===== src/rtl/hyperbus_burst_splitter_if.sv =====
// ---------------------------------------------------------------------------
// hyperbus_burst_splitter_if
//   Bundles the command handshake (AXI-style burst descriptor in) and the
//   linear PHY transfer handshake (out) of the HyperBus burst splitter.
//   Signal suffixes (_i/_o) are named from the splitter's point of view.
//
//   slave  modport : the splitter itself
//   master modport : whatever drives commands and consumes transfers
//
//   Command side : in_valid_i/in_ready_o, in_addr_i, in_len_i, in_size_i,
//                  in_wrap_i, in_write_i
//   Transfer side: out_valid_o/out_ready_i, out_word_addr_o, out_words_o,
//                  out_cs_o, out_write_o, out_lead_byte_o, out_trail_byte_o,
//                  out_first_o, out_last_o
//   Status       : err_o (one-cycle error pulse)
// ---------------------------------------------------------------------------
interface hyperbus_burst_splitter_if #(
    parameter int AddrWidth     = 32,
    parameter int LenWidth      = 8,
    parameter int NumChips      = 2,
    parameter int ChipAddrWidth = 23,
    parameter int MaxWords      = 256
);
    localparam int WordsWidth = $clog2(MaxWords + 1);

    logic                     in_valid_i;
    logic                     in_ready_o;
    logic [AddrWidth-1:0]     in_addr_i;
    logic [LenWidth-1:0]      in_len_i;
    logic [2:0]               in_size_i;
    logic                     in_wrap_i;
    logic                     in_write_i;

    logic                     out_valid_o;
    logic                     out_ready_i;
    logic [ChipAddrWidth-2:0] out_word_addr_o;
    logic [WordsWidth-1:0]    out_words_o;
    logic [NumChips-1:0]      out_cs_o;
    logic                     out_write_o;
    logic                     out_lead_byte_o;
    logic                     out_trail_byte_o;
    logic                     out_first_o;
    logic                     out_last_o;

    logic                     err_o;

    modport slave (
        input  in_valid_i, in_addr_i, in_len_i, in_size_i, in_wrap_i, in_write_i,
        output in_ready_o,
        output out_valid_o, out_word_addr_o, out_words_o, out_cs_o, out_write_o,
        output out_lead_byte_o, out_trail_byte_o, out_first_o, out_last_o,
        input  out_ready_i,
        output err_o
    );

    modport master (
        output in_valid_i, in_addr_i, in_len_i, in_size_i, in_wrap_i, in_write_i,
        input  in_ready_o,
        input  out_valid_o, out_word_addr_o, out_words_o, out_cs_o, out_write_o,
        input  out_lead_byte_o, out_trail_byte_o, out_first_o, out_last_o,
        output out_ready_i,
        input  err_o
    );
endinterface


===== src/rtl/hyperbus_burst_splitter.sv =====
// ---------------------------------------------------------------------------
// hyperbus_burst_splitter
//   Takes one AXI-style burst command (INCR or WRAP, unaligned start allowed)
//   and emits a series of linear HyperBus transfers in 16-bit word units.
//   Each transfer stays inside one 2^BoundaryLog-byte row, inside one chip
//   and at most MaxWords words long. Commands that start beyond the last
//   chip, or use an illegal beat size, raise err_o without any transfer;
//   commands that run off the top of the last chip are clipped and raise
//   err_o on their final transfer.
//
//   clk_i  : clock
//   rst_ni : synchronous active-low reset
//   bus    : hyperbus_burst_splitter_if.slave (command in, transfers out,
//            err_o pulse)
// ---------------------------------------------------------------------------
module hyperbus_burst_splitter #(
    parameter int AddrWidth     = 32,
    parameter int LenWidth      = 8,
    parameter int MaxSizeLog    = 4,
    parameter int NumChips      = 2,
    parameter int ChipAddrWidth = 23,
    parameter int BoundaryLog   = 11,
    parameter int MaxWords      = 256
) (
    input  logic clk_i,
    input  logic rst_ni,
    hyperbus_burst_splitter_if.slave bus
);
    // Two spare bits so start + total length can never wrap around.
    localparam int W         = AddrWidth + 2;
    localparam int WordsW    = $clog2(MaxWords + 1);
    localparam int ChipIdxW  = W - ChipAddrWidth;

    typedef logic [W-1:0] addr_t;

    localparam addr_t TopAddr       = addr_t'(NumChips) << ChipAddrWidth;
    localparam addr_t BoundBytes    = addr_t'(1) << BoundaryLog;
    localparam addr_t ChipBytes     = addr_t'(1) << ChipAddrWidth;
    localparam addr_t MaxPieceBytes = addr_t'(2 * MaxWords);

    typedef enum logic {IDLE, SPLIT} state_t;

    function automatic addr_t min_bytes(input addr_t a, input addr_t b);
        return (a < b) ? a : b;
    endfunction

    state_t state_p0, state_next;
    logic   err_start_p0;

    // Per-command working registers (data path, loaded on acceptance).
    addr_t  cur_p0;
    addr_t  rem_p0;
    logic   pend_p0;
    addr_t  seg2_addr_p0;
    addr_t  seg2_rem_p0;
    logic   first_p0;
    logic   write_p0;

    logic   accept, take, vld_p0;

    // Command decode.
    addr_t  a_ext, beat_mask, total, wrap_base, seg1_bytes, seg2_bytes;
    logic   wrap_len_ok, wrap_ok, cmd_bad;

    always_comb begin
        a_ext       = addr_t'(bus.in_addr_i);
        beat_mask   = (addr_t'(1) << bus.in_size_i) - addr_t'(1);
        total       = (addr_t'(bus.in_len_i) + addr_t'(1)) << bus.in_size_i;
        wrap_len_ok = (bus.in_len_i == LenWidth'(1)) || (bus.in_len_i == LenWidth'(3)) ||
                      (bus.in_len_i == LenWidth'(7)) || (bus.in_len_i == LenWidth'(15));
        wrap_ok     = bus.in_wrap_i && wrap_len_ok;
        // Wrap lengths are powers of two, so aligning down is a simple mask.
        wrap_base   = a_ext & ~(total - addr_t'(1));
        seg1_bytes  = wrap_ok ? (wrap_base + total - a_ext) : (total - (a_ext & beat_mask));
        seg2_bytes  = a_ext - wrap_base;
        cmd_bad     = (bus.in_size_i > 3'(MaxSizeLog)) || (a_ext >= TopAddr);
    end

    // Piece generation from the current position.
    addr_t                  to_bound, to_chip, to_max, n, piece_end;
    logic                   seg_done, cmd_done, trunc, piece_last;
    logic [ChipIdxW-1:0]    chip_idx;
    logic [NumChips-1:0]    cs;
    logic [WordsW-1:0]      words;

    always_comb begin
        to_bound   = BoundBytes - (cur_p0 & (BoundBytes - addr_t'(1)));
        to_chip    = ChipBytes - (cur_p0 & (ChipBytes - addr_t'(1)));
        // An odd start wastes the lower byte of the first word.
        to_max     = MaxPieceBytes - addr_t'(cur_p0[0]);
        n          = min_bytes(min_bytes(rem_p0, to_bound), min_bytes(to_chip, to_max));
        piece_end  = cur_p0 + n;
        seg_done   = (n == rem_p0);
        cmd_done   = seg_done && !pend_p0;
        // Reaching the top of the last chip with bytes still owed means clipping.
        trunc      = (piece_end == TopAddr) && !cmd_done;
        piece_last = cmd_done || trunc;
        // The difference is below 2^WordsW, so modular truncation is exact.
        words      = WordsW'((piece_end + addr_t'(1)) >> 1) - WordsW'(cur_p0 >> 1);
        chip_idx   = cur_p0[W-1:ChipAddrWidth];
        cs         = '0;
        for (int i = 0; i < NumChips; i++) begin
            cs[i] = (chip_idx == ChipIdxW'(i));
        end
    end

    always_ff @(posedge clk_i) begin
        if (!rst_ni) begin
            state_p0     <= IDLE;
            err_start_p0 <= 1'b0;
        end else begin
            state_p0     <= state_next;
            err_start_p0 <= accept && cmd_bad;
        end
    end

    always_comb begin
        state_next = state_p0;
        accept     = 1'b0;
        take       = 1'b0;
        vld_p0     = 1'b0;
        bus.in_ready_o = 1'b0;
        case (state_p0)
            IDLE: begin
                bus.in_ready_o = rst_ni;
                accept         = bus.in_valid_i && rst_ni;
                if (accept && !cmd_bad) begin
                    state_next = SPLIT;
                end
            end
            SPLIT: begin
                vld_p0 = 1'b1;
                take   = bus.out_ready_i;
                if (take && piece_last) begin
                    state_next = IDLE;
                end
            end
            default: state_next = IDLE;
        endcase
    end

    always_ff @(posedge clk_i) begin
        if (accept) begin
            cur_p0       <= a_ext;
            rem_p0       <= seg1_bytes;
            pend_p0      <= wrap_ok && (seg2_bytes != '0);
            seg2_addr_p0 <= wrap_base;
            seg2_rem_p0  <= seg2_bytes;
            first_p0     <= 1'b1;
            write_p0     <= bus.in_write_i;
        end else if (take) begin
            first_p0 <= 1'b0;
            if (seg_done) begin
                // Jump back to the wrap base for the second segment.
                cur_p0  <= seg2_addr_p0;
                rem_p0  <= seg2_rem_p0;
                pend_p0 <= 1'b0;
            end else begin
                cur_p0 <= piece_end;
                rem_p0 <= rem_p0 - n;
            end
        end
    end

    // Fields read zero whenever no transfer is offered.
    assign bus.out_valid_o      = vld_p0;
    assign bus.out_word_addr_o  = vld_p0 ? cur_p0[ChipAddrWidth-1:1] : '0;
    assign bus.out_words_o      = vld_p0 ? words : '0;
    assign bus.out_cs_o         = vld_p0 ? cs : '0;
    assign bus.out_write_o      = vld_p0 && write_p0;
    assign bus.out_lead_byte_o  = vld_p0 && cur_p0[0];
    assign bus.out_trail_byte_o = vld_p0 && piece_end[0];
    assign bus.out_first_o      = vld_p0 && first_p0;
    assign bus.out_last_o       = vld_p0 && piece_last;
    assign bus.err_o            = err_start_p0 || (take && trunc);

endmodule

===== src/flat_wrapper.sv =====
// flat-port wrapper written by rule: the top's interface ports become plain ports
module hyperbus_burst_splitter_flat 
#(
    parameter int AddrWidth     = 32,
    parameter int LenWidth      = 8,
    parameter int MaxSizeLog    = 4,
    parameter int NumChips      = 2,
    parameter int ChipAddrWidth = 23,
    parameter int BoundaryLog   = 11,
    parameter int MaxWords      = 256
)
  (clk_i, rst_ni, bus_in_valid_i, bus_in_addr_i, bus_in_len_i, bus_in_size_i, bus_in_wrap_i, bus_in_write_i, bus_in_ready_o, bus_out_valid_o, bus_out_word_addr_o, bus_out_words_o, bus_out_cs_o, bus_out_write_o, bus_out_lead_byte_o, bus_out_trail_byte_o, bus_out_first_o, bus_out_last_o, bus_out_ready_i, bus_err_o);
  hyperbus_burst_splitter_if #(.AddrWidth(AddrWidth), .LenWidth(LenWidth), .NumChips(NumChips), .ChipAddrWidth(ChipAddrWidth), .MaxWords(MaxWords)) bus_i ();
  input  logic clk_i;
  input  logic rst_ni;
  input wire logic [$bits(bus_i.in_valid_i)-1:0] bus_in_valid_i;
  input wire logic [$bits(bus_i.in_addr_i)-1:0] bus_in_addr_i;
  input wire logic [$bits(bus_i.in_len_i)-1:0] bus_in_len_i;
  input wire logic [$bits(bus_i.in_size_i)-1:0] bus_in_size_i;
  input wire logic [$bits(bus_i.in_wrap_i)-1:0] bus_in_wrap_i;
  input wire logic [$bits(bus_i.in_write_i)-1:0] bus_in_write_i;
  output wire logic [$bits(bus_i.in_ready_o)-1:0] bus_in_ready_o;
  output wire logic [$bits(bus_i.out_valid_o)-1:0] bus_out_valid_o;
  output wire logic [$bits(bus_i.out_word_addr_o)-1:0] bus_out_word_addr_o;
  output wire logic [$bits(bus_i.out_words_o)-1:0] bus_out_words_o;
  output wire logic [$bits(bus_i.out_cs_o)-1:0] bus_out_cs_o;
  output wire logic [$bits(bus_i.out_write_o)-1:0] bus_out_write_o;
  output wire logic [$bits(bus_i.out_lead_byte_o)-1:0] bus_out_lead_byte_o;
  output wire logic [$bits(bus_i.out_trail_byte_o)-1:0] bus_out_trail_byte_o;
  output wire logic [$bits(bus_i.out_first_o)-1:0] bus_out_first_o;
  output wire logic [$bits(bus_i.out_last_o)-1:0] bus_out_last_o;
  input wire logic [$bits(bus_i.out_ready_i)-1:0] bus_out_ready_i;
  output wire logic [$bits(bus_i.err_o)-1:0] bus_err_o;
  assign bus_i.in_valid_i = bus_in_valid_i;
  assign bus_i.in_addr_i = bus_in_addr_i;
  assign bus_i.in_len_i = bus_in_len_i;
  assign bus_i.in_size_i = bus_in_size_i;
  assign bus_i.in_wrap_i = bus_in_wrap_i;
  assign bus_i.in_write_i = bus_in_write_i;
  assign bus_in_ready_o = bus_i.in_ready_o;
  assign bus_out_valid_o = bus_i.out_valid_o;
  assign bus_out_word_addr_o = bus_i.out_word_addr_o;
  assign bus_out_words_o = bus_i.out_words_o;
  assign bus_out_cs_o = bus_i.out_cs_o;
  assign bus_out_write_o = bus_i.out_write_o;
  assign bus_out_lead_byte_o = bus_i.out_lead_byte_o;
  assign bus_out_trail_byte_o = bus_i.out_trail_byte_o;
  assign bus_out_first_o = bus_i.out_first_o;
  assign bus_out_last_o = bus_i.out_last_o;
  assign bus_i.out_ready_i = bus_out_ready_i;
  assign bus_err_o = bus_i.err_o;
  hyperbus_burst_splitter #(.AddrWidth(AddrWidth), .LenWidth(LenWidth), .MaxSizeLog(MaxSizeLog), .NumChips(NumChips), .ChipAddrWidth(ChipAddrWidth), .BoundaryLog(BoundaryLog), .MaxWords(MaxWords)) u_core (.clk_i(clk_i), .rst_ni(rst_ni), .bus(bus_i));
endmodule

===== config.mk =====
export PLATFORM = sky130hd
export DESIGN_NAME = hyperbus_burst_splitter_flat
export DESIGN_NICKNAME = d
export VERILOG_FILES = /design/src/rtl/hyperbus_burst_splitter_if.sv /design/src/rtl/hyperbus_burst_splitter.sv /design/src/flat_wrapper.sv
export SDC_FILE = /design/constraint.sdc
export NUM_CORES = 1
export LEC_CHECK = 0
export CAP_MARGIN = 20
export CORE_MARGIN = 8
export CORE_UTILIZATION = 60
export DETAILED_ROUTE_END_ITERATION = 12
export PLACE_DENSITY = 0.8
export SYNTH_ARGS = -nofsm -noshare
export SYNTH_HDL_FRONTEND = slang
export SYNTH_SLANG_ARGS = --single-unit

===== constraint.sdc =====
create_clock -name clk_i -period 15.4 [get_ports clk_i]
set_clock_uncertainty 0.05 [all_clocks]
set_input_delay 2.31 -clock clk_i [delete_from_list [all_inputs] [get_ports clk_i]]
set_output_delay 2.31 -clock clk_i [all_outputs]
set_load 0.01 [all_outputs]

==> run summary <==
In this run the critical register-to-register path is captured at u_core.rem_p0[32]. The run gives 93.1 µV as the worst voltage drop across the vdd grid. The post-route netlist has 5.26% of its cells at a drive strength greater than 1. Cell taking the most area after synthesis: sky130_fd_sc_hd__edfxtp_1. The core region is 0.0285 mm².

The number of gates resized after cts is 0, and the final critical path time including I/O delays and setup is 14.33 ns. By area the synthesized netlist is led by sky130_fd_sc_hd__edfxtp_1 23%, sky130_fd_sc_hd__ha_1 13%, sky130_fd_sc_hd__a21oi_1 5.5%. Following the worst setup path forward leads to its endpoint at bus_out_last_o. The die is 185 µm tall. Worst stage delay on the critical path: 0.63 ns. The first global-routing pass estimated 82100 µm of wire. For this run, the detailed router's first-pass iteration total came to 6. The transition at the pin with the smallest max-transition slack came out at 0.947 ns. STA classifies the critical path startpoint as a register.

Buffers added to address setup during post-CTS repair amount to 0. The number of global-route vias before repair was 15722. The worst setup path is captured at an output port.

The number of buffers created by CTS is 17. The cell family contributing the most delay on the critical path is compound AO/OA/AOI/OAI gates. The remaining max-slew budget at the tightest pin was 36.9%; the final RePlAce weighted congestion was 0.989. The initial antenna violation count was 1. The total of endpoints with negative setup slack in the final report came out at 0. Summed over all layers, the global routing overflow is 0. Max-cap violations in this run came to 0.

Compared with the post-synthesis result, the final layout area differs by 12.5%. Footprint of the multi-input gates: 0.0126 mm². The design area is 0.0193 mm², and the combined buffer and inverter count along the critical path is 6. In this run, post-CTS hold repair placed 0 buffers. TritonCTS built the clock tree. Final routed DRC violation total: 0. After clock tree synthesis, the clock-pin slew on the worst setup and hold paths is 0.06 ns. Global routing consumed, over all layers together, 29.9% of the routing resources. Setup repair after global routing left no endpoint under its margin. The path class of the tightest hold or removal check is register to register. After the last flow step, the layout net total stands at 2501. Of the post-synthesis cell area, the dominant cell type holds 23.4%.

The fraction of registers with async set/reset came out at 0%. Entering global routing, the biggest net connects 71 pins. CTS saw 139 sinks.

The initial utilization of the core area, before any placement, comes to 60.3%. Yosys mapped the design onto 99 distinct sky130hd cell types. Static timing analysis puts the maximum clock frequency at 0.0698 GHz. The cell sitting at the root of the clock tree is a sky130_fd_sc_hd__clkbuf_16. For the cell area after placement, the log shows 0.0187 mm². The tools report the source of the worst register-to-register timing path as u_core.cur_p0[0].

The run finished with clean final reports. At the later pin of the worst-skew pair, clock insertion delay measures 0.44 ns. Buffers placed on the I/O ports in this run total 89. STA puts the critical path data required time at 13.04 ns. The final number of max-transition violations came out at 0. Among all flip-flop cells after synthesis, the most frequent one is sky130_fd_sc_hd__edfxtp_1. For this design the ratio of total power to cell area is 93.1 mW/mm². For the worst flop-to-flop path, the logic depth is 44. The number of enable-type register cells in the synthesized netlist was 134; the deepest clock path buffer count was 2. The first routing iteration left 2140 violations. The critical path is of the register to output port type.

Fill cells in the final layout number 2428. Across all register-to-register paths, the minimum setup slack is 4.12 ns. Along the worst path, the maximum fanout reaches 15. The top-level I/O count was 90; the number of placement rows was 62. The die width was 185 µm. The overall via count from detail_route was 16845. In this run the most critical hold path is launched from u_core.first_p0.

The number of inserted diodes came out at 0. The startpoint of the most critical setup path was u_core.cur_p0[0]. The sequential cell area is 0.00412 mm². The netlist area before placement came out at 0.0172 mm². The largest individual stage delay along the critical path comes from the cell sky130_fd_sc_hd__edfxtp_1.

Averaged over all synthesized cells, the footprint is 8.04 µm². Total length of routed wires: 52200 µm. The dominant cell type by count on the critical path was sky130_fd_sc_hd__a21o_1. The top cell types in the final layout, fill and taps aside, are 190 x sky130_fd_sc_hd__nor2_1, 190 x sky130_fd_sc_hd__nand2_1, 187 x sky130_fd_sc_hd__a21oi_1. Dividing the detail-routed via count by the number of cells gives 6.32. The share of the clock period used by the worst path after layout works out to 93.1%.

For the worst setup path, the data arrival time is 11.97 ns. Summed over all nets, the half-perimeter wirelength after detailed placement is 40800 µm. Die area: 0.0343 mm². The flop and latch count out of synthesis was 139.

Along the worst hold path, the cell count comes to 2. Setup total negative slack on the finished layout was measured at 0 ns. The H-tree depth reported by CTS was 4.

Dividing the detail-routed wire length by the instance count gives 19.6 µm. In this run the number of cells on the critical path is 45. The logs give 0 for the hold violation count in the final report and 2135 for the number of cells produced by synthesis. Once detail routing completed, the nets flagged for antenna violations numbered 0. For this design the static power due to leakage is 0.00789 µW. The share of the Yosys chip area taken by registers is 24.0%. For this run, the number of Yosys warnings is 0.
==> metal layers <==
metal	vias up	wire, µm	track usage (%)
li1	8125	-	-
met1	7775	22800	41.8
met2	833	23100	46.7
met3	112	4740	3.55
met4	0	1580	11.6
met5	-	0	0
==> state kept, by name (all words and copies together) (netlist names) <==
name                 cells
u_core.first_p0          1
u_core.cur_p0           34
u_core.state_p0          1
u_core.seg2_rem_p0      34
u_core.write_p0          1
u_core.rem_p0           34
u_core.seg2_addr_p0     32
u_core.pend_p0           1
u_core.err_start_p0      1
==> worst reg2reg max path: cells and delay by family, from the launching register on <==
family                     cells  cell delay [ns]
muxes                          2             0.33
and+or+nand+nor                5             0.93
adders and majority gates      4             1.18
buffers and inverters          5             1.07
xor gates and xnor gates       1             0.32
AOI/OAI and AO/OA             27             6.56
DFF                            1             0.63
==> metrics by stage <==
step / power, µW / worst slack [ns] / hold slack [ns] / std cells / utilization [%]
after global routing: 1910 / 0.323 / 0.419 / 2666 / 67.8
after detailed placement: 1360 / 1.88 / 0.386 / 2633 / 65.6
after global placement: 1340 / 2.12 / 0.377 / 2632 / 65.6
final: 1800 / 1.07 / 0.392 / 2666 / 67.8
after CTS: 1780 / 1.27 / 0.396 / 2665 / 67.7
after floorplan: 1160 / 3.68 / 0.365 / 2223 / -
==> report_power, final <==
group / internal, µW / switching, µW
clock network: 233 / 177
logic: 366 / 525
registers: 467 / 28.4
==> synth_stat cells (10+ instances only) <==
cell type                  number
sky130_fd_sc_hd__nand2b_1      37
sky130_fd_sc_hd__nor2_1       192
sky130_fd_sc_hd__o21bai_1      14
sky130_fd_sc_hd__nor3_1        54
sky130_fd_sc_hd__xnor2_1       88
sky130_fd_sc_hd__o21ai_0      111
sky130_fd_sc_hd__edfxtp_1     134
sky130_fd_sc_hd__nor2b_1       53
sky130_fd_sc_hd__a31oi_1       32
sky130_fd_sc_hd__a21boi_0      13
sky130_fd_sc_hd__xor2_1        41
sky130_fd_sc_hd__mux2_2        18
sky130_fd_sc_hd__clkbuf_1      49
sky130_fd_sc_hd__o21a_1        31
sky130_fd_sc_hd__or3_1         19
sky130_fd_sc_hd__nand3_1       59
sky130_fd_sc_hd__ha_1         178
sky130_fd_sc_hd__mux2i_1       25
sky130_fd_sc_hd__a21o_1        60
sky130_fd_sc_hd__nand4_1       28
sky130_fd_sc_hd__nand2_1      192
sky130_fd_sc_hd__buf_2         14
sky130_fd_sc_hd__or2_2         14
sky130_fd_sc_hd__and2_1        53
sky130_fd_sc_hd__inv_1        114
sky130_fd_sc_hd__nor4_1        27
sky130_fd_sc_hd__o31ai_1       10
sky130_fd_sc_hd__buf_1         10
sky130_fd_sc_hd__a211oi_1      50
sky130_fd_sc_hd__a21oi_1      188
sky130_fd_sc_hd__and3_1        22
sky130_fd_sc_hd__o211ai_1      14
==> worst min path at each step <==
stage	end	slack [ns]
finish	u_core.first_p0	0.39
global route	u_core.first_p0	0.42
CTS	u_core.first_p0	0.40
detailed placement	u_core.first_p0	0.39
global placement	u_core.first_p0	0.38
floorplan	u_core.first_p0	0.37
==> cell families (layout without fill, tap and decap cells) <==
group                      count (synthesis)  after routing  synth area share, %
other                                      2             90               0.0438
buffers and inverters                    195            254                 4.56
and+or+nand+nor                          808            808                 24.0
xor gates and xnor gates                 130            130                 6.74
DFF                                      139            139                 24.0
AOI/OAI and AO/OA                        634            634                 24.4
adders and majority gates                183            183                 13.6
muxes                                     44             44                 2.73
==> cell type report <==
| class | instances | area share (%) |
|---|---|---|
| sequential | 139 | 21.4 |
| inverter | 117 | 2.29 |
| tap | 384 | 2.49 |
| timing repair buffer | 105 | 5.36 |
| multi-input combinational | 1889 | 65.4 |
| clock inverter | 14 | 0.791 |
| clock buffer | 18 | 2.28 |
No activity file was read; power rests on OpenSTA's default activity.
